**config.mk**
```make
export PLATFORM = sky130hd
export DESIGN_NAME = ocp_block_copy
export DESIGN_NICKNAME = d
export VERILOG_FILES = /design/src/rtl/ocp_block_copy.sv
export SDC_FILE = /design/constraint.sdc
export NUM_CORES = 1
export LEC_CHECK = 0
export ABC_AREA = 1
export CELL_PAD_IN_SITES_DETAIL_PLACEMENT = 1
export CELL_PAD_IN_SITES_GLOBAL_PLACEMENT = 1
export CORE_MARGIN = 2
export CORE_UTILIZATION = 39
export CTS_CLUSTER_DIAMETER = 100
export DETAILED_ROUTE_END_ITERATION = 8
export PLACE_DENSITY = 0.91
export SETUP_SLACK_MARGIN = 0.3
export SYNTH_ARGS = -nofsm -noshare
export SYNTH_HDL_FRONTEND = slang
export SYNTH_SLANG_ARGS = --single-unit
```
**constraint.sdc**
```tcl
create_clock -name clk -period 3.6 [get_ports clk]
set_clock_uncertainty 0.1 [all_clocks]
set_input_delay 0.54 -clock clk [delete_from_list [all_inputs] [get_ports clk]]
set_output_delay 0.54 -clock clk [all_outputs]
set_load 0.02 [all_outputs]
```
**src/rtl/ocp_block_copy.sv**
```systemverilog
// ---------------------------------------------------------------------------
// ocp_block_copy
//
// OCP initiator that copies a block of 32-bit words from a source address
// range to a destination address range. Each word is moved with one READ
// followed by one WRITE, so at most one transaction is outstanding at a time.
//
// Ports
//   clk, nrst        clock, asynchronous active-low reset
//   i_start          start request, sampled only while idle
//   i_src, i_dst     byte addresses (bits [1:0] treated as zero)
//   i_count          number of words to copy (0 = done pulse, no bus traffic)
//   o_busy           high while a copy is in progress
//   o_done           one-cycle pulse on completion or abort
//   o_err            sticky error flag, cleared by the next accepted start
//   o_MAddr, o_MCmd, o_MData, o_MByteEn   OCP master request fields
//   i_SCmdAccept, i_SData, i_SResp        OCP slave accept/response
// ---------------------------------------------------------------------------
module ocp_block_copy #(
  parameter int CNT_WIDTH  = 16,
  parameter int ADDR_WIDTH = 32,
  parameter int DATA_WIDTH = 32,
  parameter int BEN_WIDTH  = 4
) (
  input  logic                  clk,
  input  logic                  nrst,
  input  logic                  i_start,
  input  logic [ADDR_WIDTH-1:0] i_src,
  input  logic [ADDR_WIDTH-1:0] i_dst,
  input  logic [CNT_WIDTH-1:0]  i_count,
  output logic                  o_busy,
  output logic                  o_done,
  output logic                  o_err,
  output logic [ADDR_WIDTH-1:0] o_MAddr,
  output logic [2:0]            o_MCmd,
  output logic [DATA_WIDTH-1:0] o_MData,
  output logic [BEN_WIDTH-1:0]  o_MByteEn,
  input  logic                  i_SCmdAccept,
  input  logic [DATA_WIDTH-1:0] i_SData,
  input  logic [1:0]            i_SResp
);

  // OCP command and response encodings
  localparam logic [2:0] OCP_CMD_IDLE  = 3'b000;
  localparam logic [2:0] OCP_CMD_WRITE = 3'b001;
  localparam logic [2:0] OCP_CMD_READ  = 3'b010;

  localparam logic [1:0] OCP_RESP_NULL = 2'b00;
  localparam logic [1:0] OCP_RESP_DVA  = 2'b01;
  localparam logic [1:0] OCP_RESP_FAIL = 2'b10;
  localparam logic [1:0] OCP_RESP_ERR  = 2'b11;

  // FSM states
  localparam logic [2:0] S_IDLE    = 3'd0;
  localparam logic [2:0] S_RD_CMD  = 3'd1;
  localparam logic [2:0] S_RD_RESP = 3'd2;
  localparam logic [2:0] S_WR_CMD  = 3'd3;
  localparam logic [2:0] S_WR_RESP = 3'd4;

  localparam logic [BEN_WIDTH-1:0]  BEN_ALL   = {BEN_WIDTH{1'b1}};
  localparam logic [ADDR_WIDTH-1:0] WORD_STEP = ADDR_WIDTH'(4);
  localparam logic [CNT_WIDTH-1:0]  CNT_ONE   = CNT_WIDTH'(1);

  logic [2:0]            state_q, state_d;
  logic [ADDR_WIDTH-1:0] src_q, src_d;
  logic [ADDR_WIDTH-1:0] dst_q, dst_d;
  logic [CNT_WIDTH-1:0]  cnt_q, cnt_d;
  logic [DATA_WIDTH-1:0] data_q, data_d;
  logic [2:0]            mcmd_q, mcmd_d;
  logic [ADDR_WIDTH-1:0] maddr_q, maddr_d;
  logic [BEN_WIDTH-1:0]  mben_q, mben_d;
  logic                  busy_q, busy_d;
  logic                  done_q, done_d;
  logic                  err_q, err_d;

  // Word-aligned views of the start addresses; the low two bits are dropped.
  logic [ADDR_WIDTH-1:0] src_aligned;
  logic [ADDR_WIDTH-1:0] dst_aligned;
  logic [ADDR_WIDTH-1:0] src_next;
  logic [ADDR_WIDTH-1:0] dst_next;
  logic                  unused_addr_lsbs;

  assign src_aligned      = {i_src[ADDR_WIDTH-1:2], 2'b00};
  assign dst_aligned      = {i_dst[ADDR_WIDTH-1:2], 2'b00};
  assign src_next         = src_q + WORD_STEP;   // wraps modulo 2^ADDR_WIDTH
  assign dst_next         = dst_q + WORD_STEP;
  assign unused_addr_lsbs = ^{i_src[1:0], i_dst[1:0]};

  always_comb begin
    state_d = state_q;
    src_d   = src_q;
    dst_d   = dst_q;
    cnt_d   = cnt_q;
    data_d  = data_q;
    mcmd_d  = mcmd_q;
    maddr_d = maddr_q;
    mben_d  = mben_q;
    busy_d  = busy_q;
    done_d  = 1'b0;
    err_d   = err_q;

    case (state_q)
      S_IDLE: begin
        if (i_start) begin
          src_d = src_aligned;
          dst_d = dst_aligned;
          cnt_d = i_count;
          err_d = 1'b0;
          if (i_count == '0) begin
            // Empty copy: just acknowledge, never touch the bus.
            done_d = 1'b1;
          end else begin
            state_d = S_RD_CMD;
            busy_d  = 1'b1;
            mcmd_d  = OCP_CMD_READ;
            maddr_d = src_aligned;
            mben_d  = BEN_ALL;
          end
        end
      end

      S_RD_CMD: begin
        if (i_SCmdAccept) begin
          mcmd_d  = OCP_CMD_IDLE;
          state_d = S_RD_RESP;
        end
      end

      S_RD_RESP: begin
        case (i_SResp)
          OCP_RESP_DVA: begin
            data_d  = i_SData;
            state_d = S_WR_CMD;
            mcmd_d  = OCP_CMD_WRITE;
            maddr_d = dst_q;
            mben_d  = BEN_ALL;
          end
          OCP_RESP_FAIL, OCP_RESP_ERR: begin
            err_d   = 1'b1;
            state_d = S_IDLE;
            busy_d  = 1'b0;
            done_d  = 1'b1;
            mcmd_d  = OCP_CMD_IDLE;
          end
          default: ;  // NULL: keep waiting
        endcase
      end

      S_WR_CMD: begin
        if (i_SCmdAccept) begin
          mcmd_d  = OCP_CMD_IDLE;
          state_d = S_WR_RESP;
        end
      end

      S_WR_RESP: begin
        case (i_SResp)
          OCP_RESP_DVA: begin
            cnt_d = cnt_q - CNT_ONE;
            if (cnt_q == CNT_ONE) begin
              state_d = S_IDLE;
              busy_d  = 1'b0;
              done_d  = 1'b1;
              mcmd_d  = OCP_CMD_IDLE;
            end else begin
              src_d   = src_next;
              dst_d   = dst_next;
              state_d = S_RD_CMD;
              mcmd_d  = OCP_CMD_READ;
              maddr_d = src_next;
              mben_d  = BEN_ALL;
            end
          end
          OCP_RESP_FAIL, OCP_RESP_ERR: begin
            err_d   = 1'b1;
            state_d = S_IDLE;
            busy_d  = 1'b0;
            done_d  = 1'b1;
            mcmd_d  = OCP_CMD_IDLE;
          end
          default: ;  // NULL: keep waiting
        endcase
      end

      default: begin
        state_d = S_IDLE;
        busy_d  = 1'b0;
        mcmd_d  = OCP_CMD_IDLE;
      end
    endcase
  end

  always_ff @(posedge clk or negedge nrst) begin
    if (!nrst) begin
      state_q <= S_IDLE;
      src_q   <= '0;
      dst_q   <= '0;
      cnt_q   <= '0;
      data_q  <= '0;
      mcmd_q  <= OCP_CMD_IDLE;
      maddr_q <= '0;
      mben_q  <= '0;
      busy_q  <= 1'b0;
      done_q  <= 1'b0;
      err_q   <= 1'b0;
    end else begin
      state_q <= state_d;
      src_q   <= src_d;
      dst_q   <= dst_d;
      cnt_q   <= cnt_d;
      data_q  <= data_d;
      mcmd_q  <= mcmd_d;
      maddr_q <= maddr_d;
      mben_q  <= mben_d;
      busy_q  <= busy_d;
      done_q  <= done_d;
      err_q   <= err_d;
    end
  end

  // Write data comes straight from the captured read data register, which
  // only changes on a read DVA, so it is stable for the whole WRITE.
  assign o_MCmd    = mcmd_q;
  assign o_MAddr   = maddr_q;
  assign o_MData   = data_q;
  assign o_MByteEn = mben_q;
  assign o_busy    = busy_q;
  assign o_done    = done_q;
  assign o_err     = err_q;

endmodule

```
==> impl_metrics.toml, run 1 <==
[placement]
gp_congestion = 0.899
portBuffers = 186
dp_hpwl_um = 23800
placed_cells = 1805

[die]
fp.dieArea_um2 = 24600
std_cell_rows = 55
initial_core_util_pct = 40.1
pin_count = 192
die-height_um = 157
fp.dieW_um = 157
core_um2 = 22800

[setup_path]
worstPathRequired_ns = 3.88
crit_top_cell = "nand2_1"
crit_path_max_fanout = 46
slowest_stage = "dfrtp_1"
cp.arrival_ns = 3.00
cp-start-kind = "flip-flop"
worst-path-buf-inv = 3
critPathMaxStageDelay_ns = 0.50
cp-end-kind = "flip-flop"
r2r_slack_ns = 0.88
critPathKind = "flip-flop to flip-flop"
critPathTopFamily = "buffers and inverters"
path_cells = "nor2_1 -> nand2_1 -> buf_4 -> nand2_1 -> buf_4 -> inv_1 -> nand2_1 -> o211ai_1 -> nand2_1 -> nand2_1"

[yosys]
ys_types = 38
ys_async_sr_fraction_pct = 100
synth_compound_area_share_pct = 9.02
synth-simple-area-share_pct = 36.4
synth.most_common_cell = "nand2_1"
synthMuxAreaShare_pct = 3.95
synth_xor_xnor_area_share_pct = 0.384
synth_enable_flop_cells = 0
syn-num-nets = 1470
synth-warning-count = 0
synth_common_cells = "nand2_1 (502), nor2_1 (191), dfrtp_1 (148)"
synth.area.top_cells = "dfrtp_1 (41%), nand2_1 (21%), nor2_1 (7.9%)"
synth_top_family_by_area = "simple AND/OR/NAND/NOR gates"
synthCells = 1348
yosysSeqAreaShare_pct = 40.6
synth_top_area_share_pct = 40.6
yosys.area.top_type = "dfrtp_1"
ys_ff_latch = 148
synth_flop_cell = "dfrtp_1"
synthAdderAreaFrac_pct = 0.548
avgSynthCellArea_um2 = 6.77
syn_area_um2 = 9130

[clock_network]
cts_hold_buf = 0
cts_resized = 0
htreeDepth = 4
cts_buffer_depth = 2
cts_inserted_buffers = 17
cts_tree = "built"
clkLatencyLatePin_ns = 0.44
post_cts.repair.setup_buffers = 0
clock-sinks = 148
clk_pin_slew_ns = 0.08
clockRootBuffer = "clkbuf_16"

[sta]
fin_crit_sh_pct = 75.6
max-slew-margin-rel_pct = 28.1
final_max_slew_viol_count = 0
fmax_ghz = 0.367
rsz0062_at_grt = "false"
setup_tns_ns = 0
tightest_slew_ns = 1.08
setup_viol = 0
fin_crit_ns = 2.72
report.final.hold_viol_count = 0

[detailed_routing]
avgRoutedWirePerCell_um = 17.8
postRouteWirelength_um = 32800
drc = 0
via_count = 9604
first_iter_violations = 497
drt_first_pass_iters = 7
ant_nets = 0
viasPerCell = 5.23

[final_layout]
final_cells = 1838
drive_gt1_share_pct = 5.91
area_delta_synth_final_pct = 29.4
final_nets = 1633
num-fill-cells = 2917

[power_and_ir_drop]
p_leak_nw = 5.53
vdd_drop_max_mv = 0.392
p_per_area_nw_per_um2 = 867

[global_routing]
antenna_found_initial = 1
overflow = 0
grt_pass1_wl_um = 53300
grt_max_degree = 110
gr-usage-all-layers_pct = 27.6
grt_pass1_vias = 10221

[job]
drv_cap = 0

[worst_hold_path]
hold_path_class = "input pin to asynchronous set/reset pin"

[status]
outcome = "finished clean"
==> per-layer routing <==
| metal | vias to the layer above | global-route usage [%] | routed length, um |
|---|---|---|---|
| met5 | - | 0 | 0 |
| li1 | 4584 | - | - |
| met4 | 0 | 9.92 | 1030 |
| met2 | 265 | 47.3 | 16400 |
| met3 | 69 | 4.49 | 1520 |
| met1 | 4686 | 35.3 | 13900 |
==> metrics by stage <==
stage | instance area, um2 | power (mW) | hold WS (ns) | setup slack (ns) | utilization, %
finish | 11800 | 10.2 | 0.129 | 0.878 | 51.8
global route | 11800 | 11.0 | 0.234 | 0.642 | 51.8
CTS | 11800 | 10.3 | 0.217 | 0.873 | 51.8
detailed placement | 11200 | 8.21 | 0.357 | 0.784 | 49.1
global placement | 11200 | 7.94 | 0.355 | 0.851 | 49.1
floorplan | 9130 | 6.29 | 0.144 | 1.84 | -
==> worst paths after layout <==
kind,start,depth (start not counted),end
setup / recovery,state_q[1],10,o_MAddr[7]
hold / removal,nrst,1,o_MData[26]
setup reg to reg,state_q[1],10,o_MAddr[7]
hold reg to reg,o_MAddr[11],2,o_MAddr[11]
max in group asynchronous,nrst,2,src_q[23]
min in group clk,o_MAddr[11],2,o_MAddr[11]
==> cell usage in the layout, fill, tap and decap left out, types with 4 or more instances in the layout <==
cell,synthesis,layout
nor2_1,191,191
inv_2,6,5
clkdlybuf4s50_1,0,185
inv_1,133,133
buf_4,11,7
o221ai_1,6,6
o21bai_1,7,7
mux2_2,32,32
o21ai_0,59,59
inv_6,0,6
o21ai_1,8,8
o211ai_1,6,6
o22ai_1,20,20
a21boi_0,13,13
nor3_1,15,15
nand2_1,502,502
nand4_1,7,7
dfrtp_1,148,148
clkbuf_16,0,17
ha_1,4,4
nand3_1,103,103
a21oi_1,16,16
==> power by group <==
part           internal, mW  leakage, nW  switching [mW]
Combinational          1.86         3.43            3.18
Sequential             2.49         1.80           0.737
Clock                  1.12        0.304           0.855
==> worst reg2reg max path, stage by stage (launching register included) <==
cell and delay (ns):
dfrtp_1 0.50, nor2_1 0.13, nand2_1 0.12, buf_4 0.49, nand2_1 0.21, buf_4 0.26
inv_1 0.38, nand2_1 0.11, o211ai_1 0.18, nand2_1 0.11, nand2_1 0.09
==> registers in the layout, summed over array words and instances, names as in the netlist <==
signal     cells
cnt_q         16
dst_q         30
o_MAddr       31
o_MByteEn      1
o_MCmd         2
o_MData       32
o_busy         1
o_done         1
o_err          1
src_q         30
state_q        3
==> final cells by class <==
type	instances	area (um2)	area share (%)
Timing Repair Buffer	195	1960	16.6
Antenna cell	1	2.50	0.0212
Clock inverter	15	208	1.76
Inverter	140	529	4.48
Multi-Input combinational cell	1009	4590	38.9
Sequential cell	148	3700	31.4
Clock buffer	17	425	3.60
Tap cell	313	392	3.32
==> logic make-up after synthesis <==
group | Yosys count
buf+inv | 191
compound gates | 140
fa+ha+maj | 4
mux | 32
other cells | 1
flops | 148
simple gates | 828
xor+xnor | 4
Note: power is estimated with default switching activity, not from simulation.
==> run 2, diff against run 1 <==
--- a/config.mk
+++ b/config.mk
@@ -9,10 +9,10 @@
 export CELL_PAD_IN_SITES_DETAIL_PLACEMENT = 1
 export CELL_PAD_IN_SITES_GLOBAL_PLACEMENT = 1
 export CORE_MARGIN = 2
-export CORE_UTILIZATION = 39
+export CORE_UTILIZATION = 37
 export CTS_CLUSTER_DIAMETER = 100
 export DETAILED_ROUTE_END_ITERATION = 8
-export PLACE_DENSITY = 0.91
+export PLACE_DENSITY = 0.87
 export SETUP_SLACK_MARGIN = 0.3
 export SYNTH_ARGS = -nofsm -noshare
 export SYNTH_HDL_FRONTEND = slang
==> constraint.sdc (replaced) <==
create_clock -name clk -period 2.65 [get_ports clk]
set_clock_uncertainty 0.1 [all_clocks]
set_input_delay 0.3975 -clock clk [delete_from_list [all_inputs] [get_ports clk]]
set_output_delay 0.3975 -clock clk [all_outputs]
set_load 0.02 [all_outputs]
==> run 2 against run 1 <==
Cell count up 1.4%. Utilization down 2.9 points. Maximum frequency up 21%. Design area up 0.57%. Highest routed layer unchanged.
==> impl_metrics.toml, run 2 (synthesized netlist as in run 1, its figures left out) <==
[status]
outcome = "finished clean"

[clock_network]
cts_tree = "built"
clock-sinks = 148
clk_pin_slew_ns = 0.07
htreeDepth = 4
cts_buffer_depth = 2
clkLatencyLatePin_ns = 0.44
clockRootBuffer = "clkbuf_16"
cts_inserted_buffers = 17

[job]
drv_cap = 0

[final_layout]
final_cells = 1863
area_delta_synth_final_pct = 30.1
drive_gt1_share_pct = 6.64
num-fill-cells = 3128
multi_input_area_um2 = 4600
final_common_cell = "nand2_1"
final_nets = 1645
final_cell_mix = "nand2_1 (502), nor2_1 (190), clkdlybuf4s50_1 (185)"
final-seq-area_um2 = 3700
largest_register_ffs = 32

[setup_path]
cp.arrival_ns = 2.49
cp-start-kind = "flip-flop"
cp-end-kind = "flip-flop"
worstPathRequired_ns = 2.89
critPathKind = "flip-flop to flip-flop"
crit_path_max_fanout = 34

[detailed_routing]
drc = 0
avgRoutedWirePerCell_um = 17.9
drt_first_pass_iters = 5
via_count = 9691
viasPerCell = 5.20
postRouteWirelength_um = 33300
first_iter_violations = 544
ant_nets = 0

[sta]
setup_tns_ns = 0
tightest_slew_ns = 0.635
layout_setup_ws_ns = 0.403
max-slew-margin-rel_pct = 57.7
report.final.hold_viol_count = 0
fmax_ghz = 0.445
hold_ws_ns = 0.371
fin_crit_ns = 2.25
final_max_slew_viol_count = 0
fin_crit_sh_pct = 84.8
rsz0062_at_grt = "true"
setup_viol = 0

[placement]
dp_hpwl_um = 24700
gp_congestion = 0.882
portBuffers = 186
placed_cells = 1827
dpl_worst_slack_ns = 0.168

[die]
die-height_um = 161
initial_core_util_pct = 37.6
core_um2 = 24200
pin_count = 192
std_cell_rows = 57
fp.dieW_um = 161
fp.dieArea_um2 = 25900

[worst_hold_path]
hold_path_class = "flip-flop to flip-flop"

[global_routing]
grt_pass1_wl_um = 53200
gr-usage-all-layers_pct = 26.0
overflow = 0
grt_pass1_vias = 10112
antenna_found_initial = 3
grt_max_degree = 90

[power_and_ir_drop]
vdd_drop_max_mv = 0.464
p_per_area_nw_per_um2 = 1160
p_leak_nw = 5.56
finalPower_mw = 13.8
[run 2: layout make-up]
class / count / area share [%]
Antenna cell: 3 / 0.0632
Clock buffer: 19 / 3.81
Clock inverter: 13 / 0.990
Inverter: 140 / 4.46
Multi-Input combinational cell: 1009 / 38.7
Sequential cell: 148 / 31.2
Tap cell: 324 / 3.41
Timing Repair Buffer: 207 / 17.4
[run 2: metal layers]
metal,share of wire (%),track usage (%),vias to the layer above
met5,0,0,-
met4,2.9,9.94,0
met3,4.1,3.36,61
met2,50,45.3,244
met1,43,32.9,4772
li1,-,-,4614
[run 2: repair_timing]
| item | in CTS | in global routing |
|---|---|---|
| gates resized for setup | 0 | 2 |
| endpoints found under the setup margin | 0 | 21 |
| endpoints found under the hold margin | 58 | 0 |
| hold buffers | 1 | 0 |
| buffers inserted | 0 | 0 |
[run 2: worst paths after layout]
check / start / to / slack [ns] / depth (start not counted)
worst max-delay path: state_q[1] / dst_q[7] / 0.40 / 9
worst min-delay path: o_MAddr[14] / o_MAddr[14] / 0.37 / 2
worst max register to register: state_q[1] / dst_q[7] / 0.40 / 9
worst min register to register: o_MAddr[14] / o_MAddr[14] / 0.37 / 2
max in group asynchronous: nrst / dst_q[29] / 1.19 / 3
min in group asynchronous: nrst / cnt_q[14] / 0.42 / 2
[run 2: where the power goes]
part,switching [mW],total [mW],leakage [nW],internal [mW]
Clock,1.14,2.42,0.264,1.28
Combinational,4.36,6.99,3.49,2.63
Sequential,0.999,4.38,1.80,3.38
Total,6.50,13.8,5.56,7.29
[run 2: metrics by stage]
stage	cell area (um2)	utilization, %
after global placement	11300	46.5
after detailed placement	11300	46.5
final	11900	49.0
after global routing	11900	49.0
after CTS	11900	48.9
after floorplan	9130	-
[run 2: worst max-delay path, stage by stage (launching register included)]
cell and delay [ns]:
dfrtp_1 0.50, nor2_1 0.13, nand2_1 0.24, clkinv_2 0.16, nand2_1 0.16, nand3_2 0.16
inv_2 0.10, buf_4 0.33, nand2_1 0.13, o21ai_0 0.11
==> run 3, diff against run 2 <==
--- a/config.mk
+++ b/config.mk
@@ -9,10 +9,10 @@
 export CELL_PAD_IN_SITES_DETAIL_PLACEMENT = 1
 export CELL_PAD_IN_SITES_GLOBAL_PLACEMENT = 1
 export CORE_MARGIN = 2
-export CORE_UTILIZATION = 37
+export CORE_UTILIZATION = 33
 export CTS_CLUSTER_DIAMETER = 100
 export DETAILED_ROUTE_END_ITERATION = 8
-export PLACE_DENSITY = 0.87
+export PLACE_DENSITY = 0.82
 export SETUP_SLACK_MARGIN = 0.3
 export SYNTH_ARGS = -nofsm -noshare
 export SYNTH_HDL_FRONTEND = slang
==> constraint.sdc (replaced) <==
create_clock -name clk -period 2 [get_ports clk]
set_clock_uncertainty 0.1 [all_clocks]
set_input_delay 0.3 -clock clk [delete_from_list [all_inputs] [get_ports clk]]
set_output_delay 0.3 -clock clk [all_outputs]
set_load 0.02 [all_outputs]
==> run 3 against run 2 <==
The run now ends with negative setup slack left. Combinational power increased by 130%. Highest routed layer unchanged. Critical path type unchanged. Critical path depth increased by 2. Routed wire length increased by 68%. Sequential share of layout area decreased by 5.9 points. Non-clock buffer count increased by 144. Sequential cell count unchanged. Global-route usage increased by 5.4 points.
==> impl_metrics.toml, run 3 (synthesized netlist as in run 1, its figures left out) <==
[final_layout]
final_nets = 1790
area_delta_synth_final_pct = 61.2
final-seq-area_um2 = 3720
drive_gt1_share_pct = 27.5
postLayoutCoreUtil_pct = 54.4
final_common_cell = "nand2_1"
final_cell_mix = "nand2_1 (429), dfrtp_1 (133), nor2_1 (131)"
num-fill-cells = 3245
largest_register_ffs = 32
multi_input_area_um2 = 5540

[clock_network]
cts_inserted_buffers = 17
clk_pin_slew_ns = 0.09
clock-sinks = 148
cts_tree = "built"
clkLatencyLatePin_ns = 0.47
htreeDepth = 4
cts_buffer_depth = 2
clockRootBuffer = "clkbuf_16"

[sta]
rsz0062_at_grt = "true"
setup_viol = 94
tightest_slew_ns = 0.751
fin_crit_sh_pct = 118
fin_crit_ns = 2.36
report.final.hold_viol_count = 0
final_max_slew_viol_count = 0
max-slew-margin-rel_pct = 49.7
layout_setup_ws_ns = -0.356
hold_ws_ns = 0.207
fmax_ghz = 0.424
setup_tns_ns = -9.18

[setup_path]
r2r_start = "src_q[6]"
r2r_slack_ns = -0.36
critPathTopFamily = "simple AND/OR/NAND/NOR gates"
critPathKind = "flip-flop to flip-flop"
critPathMaxStageDelay_ns = 0.45
critical_path.endpoint = "o_MAddr[27]"
cp-start-kind = "flip-flop"
r2r_cells = 11
crit_top_cell = "nand2_1"
r2r-end = "o_MAddr[27]"
crit_path_max_fanout = 5
cp-end-kind = "flip-flop"
path_cells = "nand2_1 -> nor2_1 -> nand2_1 -> nor2_4 -> nand2_1 -> nand2_1 -> nand2_1 -> nand2_1 -> nand2_1 -> nand2_1 -> nand2_1"
cp.depth = 11
cp-startpoint = "src_q[6]"
slowest_stage = "dfrtp_1"
cp.arrival_ns = 2.59
worstPathRequired_ns = 2.23
worst-path-buf-inv = 0

[status]
outcome = "finished, violations left"
violations = "negative setup slack"

[detailed_routing]
viasPerCell = 6.03
ant_nets = 0
via_count = 12233
avgRoutedWirePerCell_um = 27.6
first_iter_violations = 1335
postRouteWirelength_um = 56000
drc = 0
drt_first_pass_iters = 6

[power_and_ir_drop]
p_leak_nw = 6.97
finalPower_mw = 26.1
vdd_drop_max_mv = 0.906
switchingPower_mw = 13.2
p_seq_share_pct = 23.7
p_int_mw = 12.8
pwr-share-comb_pct = 62.7
netSwitchingFraction_pct = 50.7
share_clk_of_total_power_pct = 13.6
p_per_area_nw_per_um2 = 1770

[worst_hold_path]
hold_path_class = "input pin to asynchronous set/reset pin"

[job]
drv_cap = 0

[die]
die-height_um = 170
core_um2 = 27000
fp.dieArea_um2 = 29000
fp.dieW_um = 170
std_cell_rows = 60
initial_core_util_pct = 33.8
pin_count = 192

[global_routing]
antenna_found_initial = 6
gr-usage-all-layers_pct = 31.4
grt_pass1_vias = 12136
grt_pass1_wl_um = 69600
grt_max_degree = 47
overflow = 0

[placement]
dp_hpwl_um = 25500
dpl_worst_slack_ns = -0.256
portBuffers = 186
gp_congestion = 0.871
==> run 3: stage by stage <==
stage / instance area [um2] / std cells
3_5_place_dp: 11800 / 1901
2_1_floorplan: 9130 / 1348
4_1_cts: 13800 / 1997
3_3_place_gp: 11800 / 1901
6_report: 14700 / 2029
5_1_grt: 14700 / 2028
==> run 3: cell type report <==
| class | count | share of cell area, % |
|---|---|---|
| clock buffers | 17 | 2.89 |
| diodes | 7 | 0.119 |
| multi-input cells | 1010 | 37.7 |
| repair buffers | 351 | 26.0 |
| clock inverters | 15 | 1.24 |
| inverters | 140 | 3.91 |
| flip-flops and latches | 148 | 25.3 |
| well taps | 341 | 2.90 |
==> run 3: worst min-delay path by stage <==
stage	from	endpoint	slack [ns]	cells after the start
2_1_floorplan	nrst	cnt_q[0]	-0.1	0
3_3_place_gp	nrst	o_MData[23]	0.15	1
3_5_place_dp	nrst	o_MData[23]	0.15	1
4_1_cts	nrst	o_MData[26]	0.25	2
5_1_grt	nrst	o_MData[23]	0.25	2
6_report	nrst	o_MData[23]	0.21	2
==> run 3: per-layer routing <==
metal / global-route usage [%] / vias up / routed length [um]
met3: 5.65 / 425 / 6040
met4: 19.8 / 0 / 5330
li1: - / 4929 / -
met1: 36.8 / 5892 / 19900
met2: 53.1 / 987 / 24700
met5: 0 / - / 0
==> run 3: power groups by stage <==
stage	logic [mW]	clock network, mW	registers [mW]
floorplan	5.09	0	6.23
global placement	9.55	0	5.70
detailed placement	9.95	0	5.78
CTS	12.9	3.40	5.77
global route	16.9	3.65	6.26
finish	16.4	3.53	6.18
==> run 3: what timing repair did <==
item / in CTS / in global routing
hold buffers: 1 / 0
resized for setup: 269 / 205
pin swaps: 37 / 45
endpoints found under the setup margin: 220 / 149
setup buffers: 45 / 20
cloned: 18 / 5
hold endpoints to repair: 39 / 0
